--- config.mk ---
export PLATFORM = sky130hd
export DESIGN_NAME = address_encoder
export DESIGN_NICKNAME = d
export VERILOG_FILES = /design/src/rtl/address_encoder.sv
export SDC_FILE = /design/constraint.sdc
export NUM_CORES = 1
export LEC_CHECK = 0
export ABC_AREA = 1
export BUFFER_PORTS_ARGS = -buffer_cell sky130_fd_sc_hd__buf_2
export CAP_MARGIN = 20
export CORE_AREA = 8 8 84 86
export DETAILED_ROUTE_END_ITERATION = 7
export DIE_AREA = 0 0 92 94
export MAX_ROUTING_LAYER = met4
export PLACE_DENSITY = 0.58
export SLEW_MARGIN = 20
export SYNTH_ARGS = -nofsm -noshare
export SYNTH_HDL_FRONTEND = slang
export SYNTH_SLANG_ARGS = --single-unit
export TNS_END_PERCENT = 100
--- constraint.sdc ---
create_clock -name clock -period 4.3 [get_ports clock]
set_input_delay 0.86 -clock clock [delete_from_list [all_inputs] [get_ports clock]]
set_output_delay 0.86 -clock clock [all_outputs]
set_load 0.005 [all_outputs]
--- src/rtl/address_encoder.sv ---
// address_encoder: captures a 16-bit multi-hot line vector and serialises it
// into a stream of 4-bit line indices, one per accepted handshake.
//
// Ports:
//   clock, reset_n          rising-edge clock, synchronous active-low reset
//   load_valid/load_ready   vector handshake (ready only while idle)
//   load_lines[15:0]        multi-hot line vector, bit i is line i
//   address_valid/ready     index handshake (valid only while draining)
//   encoded_address[3:0]    index of the line currently being served
//   address_last            current index is the final pending line
//   match_count[4:0]        popcount of the last accepted vector
//   none_found              one-cycle pulse after an all-zero load
module address_encoder #(
    parameter int unsigned HIGH_FIRST = 0
) (
    input  logic        clock,
    input  logic        reset_n,
    input  logic        load_valid,
    output logic        load_ready,
    input  logic [15:0] load_lines,
    output logic        address_valid,
    input  logic        address_ready,
    output logic [3:0]  encoded_address,
    output logic        address_last,
    output logic [4:0]  match_count,
    output logic        none_found
);

    localparam int unsigned LINES = 16;
    localparam int unsigned AW    = 4;
    localparam int unsigned CW    = 5;

    localparam logic [0:0] S_IDLE  = 1'b0;
    localparam logic [0:0] S_DRAIN = 1'b1;

    logic [0:0]       r_state;
    logic [0:0]       w_state_next;
    logic [LINES-1:0] r_pending;
    logic [LINES-1:0] w_pending_next;
    logic [CW-1:0]    r_match_count;
    logic [CW-1:0]    w_match_next;
    logic             r_none_found;
    logic             w_none_next;

    logic [AW-1:0]    w_index;
    logic             w_single;
    logic [CW-1:0]    w_popcount;

    // Population count of the offered vector.
    always_comb begin
        w_popcount = '0;
        for (int i = 0; i < LINES; i++) begin
            w_popcount = w_popcount + CW'(load_lines[i]);
        end
    end

    // Priority select over pending lines; the last match in loop order wins.
    always_comb begin
        w_index = '0;
        if (HIGH_FIRST != 0) begin
            for (int i = 0; i < LINES; i++) begin
                if (r_pending[i]) w_index = AW'(i);
            end
        end else begin
            for (int i = LINES - 1; i >= 0; i--) begin
                if (r_pending[i]) w_index = AW'(i);
            end
        end
    end

    // Exactly one pending bit: non-zero and clearing the lowest set bit leaves zero.
    assign w_single = (r_pending != '0) &&
                      ((r_pending & (r_pending - 16'd1)) == '0);

    // State register.
    always_ff @(posedge clock) begin
        if (!reset_n) begin
            r_state       <= S_IDLE;
            r_pending     <= '0;
            r_match_count <= '0;
            r_none_found  <= 1'b0;
        end else begin
            r_state       <= w_state_next;
            r_pending     <= w_pending_next;
            r_match_count <= w_match_next;
            r_none_found  <= w_none_next;
        end
    end

    // Next-state logic.
    always_comb begin
        w_state_next   = r_state;
        w_pending_next = r_pending;
        w_match_next   = r_match_count;
        w_none_next    = 1'b0;
        case (r_state)
            S_IDLE: begin
                if (load_valid) begin
                    w_pending_next = load_lines;
                    w_match_next   = w_popcount;
                    if (load_lines != '0) begin
                        w_state_next = S_DRAIN;
                    end else begin
                        w_none_next = 1'b1;
                    end
                end
            end
            S_DRAIN: begin
                if (address_ready) begin
                    w_pending_next = r_pending & ~(16'd1 << w_index);
                    if (w_single) w_state_next = S_IDLE;
                end
            end
            default: begin
                w_state_next = S_IDLE;
            end
        endcase
    end

    // Outputs depend on registered state only.
    assign load_ready      = (r_state == S_IDLE);
    assign address_valid   = (r_state == S_DRAIN);
    assign encoded_address = address_valid ? w_index : '0;
    assign address_last    = address_valid && w_single;
    assign match_count     = r_match_count;
    assign none_found      = r_none_found;

endmodule
==> flow_summary.ini <==
[sta]
max_freq_ghz = 0.266
finalCriticalPeriod_ns = 3.76
worst_pin_slew_ns = 0.682
worst_clock_skew_ns = 0.00352
finalSetupTns_ns = 0
final-hold-violation-count = 0
min_period_over_period = 0.874
rsz0062_at_grt = no
slew_headroom = 0.545
setup_viol = 0
slew_viol_final = 0

[placement]
gp_congestion = 0.821
dp.cells = 386
hpwl_mm = 4.25
port_buffers = 32

[min_path]
min_from = match_count[4]
min_to = match_count[4]
hold_class = flip-flop to flip-flop
worstHoldPathCells = 2

[synth]
synth-edff-count = 0
syn_area_um2 = 1920
synth_commonest_cells = nand2_1, inv_1, o21ai_0, nor2_1, a21oi_1
ys.warnings.count = 0
syn_inst = 287
synth_top_cell_by_area = dfxtp_1
synth-seq-area-share = 0.240
synth_cell_types = 31
syn_area_per_cell_um2 = 6.68
synthFlopType = dfxtp_1
synth-seq-cells = 23
synth_top_area_share = 0.240
synthTopCellsByArea = dfxtp_1, fa_1, o21ai_0, nand2_1, inv_1
syn_nets = 323
yosysMostFrequentCell = nand2_1
synthArstFlopShare = 0

[global_route]
grt_use_met3 = 0.0160
track_usage = 0.128
busiest_layer = met2
grt_remaining_overflow = 0
use_met1 = 0.178
antenna_found_initial = 0
grt_pass1_vias = 1924
grt_max_degree = 22
use_met2 = 0.189
grt_pass1_wl_mm = 8.98

[clock_network]
clk_latency_ns = 0.26
postCtsHoldBufs = 0
clk_path_buf_depth = 2
htree_levels = 1
numCtsBuffers = 3
cts_setup_buffers = 0
clk_pin_slew_ns = 0.08
cts_tree = built
clock-sinks = 23
cts-root-buf = clkbuf_8
cts_resized = 0

[drt]
firstDrtPassIters = 4
drt_iter0_markers = 124
routed_wl_mm = 5.17
dr_total_vias = 1974
detail-route-antenna-nets = 0
viasPerCell = 5.06
drc = 0
wl_per_cell_um = 13.3

[floorplanning]
rows = 28
ios = 33
die_w_um = 92
coreArea_um2 = 5750
start_util = 0.334
die_h_um = 94
die_area_um2 = 8650

[worst_setup_path]
cp-end-kind = flip-flop
cp.required_ns = 4.50
crit_type = input port to flip-flop
arrival_ns = 3.96
reg2reg_from = address_valid
reg2reg_depth = 4
critPathLaunchType = input port
r2r_slack_ns = 2.10
r2r_end = r_pending[8]
cp_max_fo = 3

[cells_and_area]
n_antenna_cell = 0
nets = 352
finalNonFillerCells = 390
area_delta_synth_final_pct = 13.7
drive_gt1_frac = 0.159
utilization = 0.379

[power_and_ir_drop]
p_leak_uw = 0.00103
vdd_drop_max_v = 0.000167
power_density_nw_per_um2 = 367

[flow_run]
drv_cap = 0

[status]
status = completed
## how the worst max path moves through the flow
stage,startpoint,end,slack (ns)
after global placement,load_lines[0],match_count[4],0.26
after global routing,load_lines[0],match_count[4],0.38
after CTS,load_lines[0],match_count[4],0.53
after detailed placement,load_lines[0],match_count[4],0.23
after floorplan,load_lines[0],match_count[4],0.48
final,load_lines[0],match_count[4],0.54
## cells in the final DEF, fill, tap and decap left out, drive strengths merged
master | synthesis | routed
o221a | 2 | 2
a21oi | 24 | 24
nand3 | 20 | 20
nor3 | 3 | 3
nor3b | 1 | 1
nor2 | 35 | 35
nor4 | 3 | 3
buf | 4 | 32
clkbuf | 4 | 3
o31ai | 1 | 1
fa | 10 | 10
a31oi | 1 | 1
clkinv | 0 | 1
xor2 | 1 | 1
ha | 6 | 6
a211oi | 1 | 1
inv | 43 | 43
nand4 | 5 | 5
o211ai | 2 | 2
o21ai | 43 | 43
dfxtp | 23 | 23
o22ai | 1 | 1
nand2 | 54 | 54
## logic make-up after synthesis
group | Yosys count | synth area share
flip-flops | 23 | 0.240
XOR/XNOR | 1 | 0.00457
buffers and inverters | 51 | 0.105
AND/OR/NAND/NOR | 121 | 0.298
adder cells (fa/ha/maj) | 16 | 0.144
AO/OA/AOI/OAI | 75 | 0.209
## per-layer routing
layer	up-vias	wire length, µm
li1	1006	-
met2	46	2160
met5	-	0
met3	7	169
met4	0	55
met1	915	2790
## where the power goes
part	total, µW	internal, µW	switching, µW
Combinational	389	157	233
Sequential	278	240	38.1
Clock	132	64.6	67.5
Total	800	461	338
## registers in the layout (all words and copies together) (netlist names)
register and count:
r_pending 16, address_valid 1, match_count 5, none_found 1
## critical path: stages
cell and delay (ns):
buf_2 0.12, fa_1 0.52, inv_1 0.05, fa_1 0.47, fa_1 0.53, fa_1 0.41
inv_1 0.07, ha_1 0.15, inv_1 0.05, fa_1 0.39, nor2_1 0.12, o211ai_1 0.08
a21oi_1 0.13
## through the flow
step                hold WS, ns  setup slack [ns]  power, µW  instance area, µm²
floorplan                 0.459             0.484        568                1920
global placement          0.473             0.261        680                2130
detailed placement        0.467             0.231        678                2130
CTS                       0.479             0.531        816                2180
global route              0.522             0.384        890                2180
finish                    0.476             0.541        800                2180
## area by class of cell
cell class / count / area [µm²]
inverter: 43 / 164
tap: 75 / 93.8
clock inverter: 1 / 5.00
sequential: 23 / 460
clock buffer: 3 / 41.3
timing repair buffer: 32 / 160
fill: 643 / 3570
multi-input combinational: 213 / 1250
(Power assumes the default switching activity.)
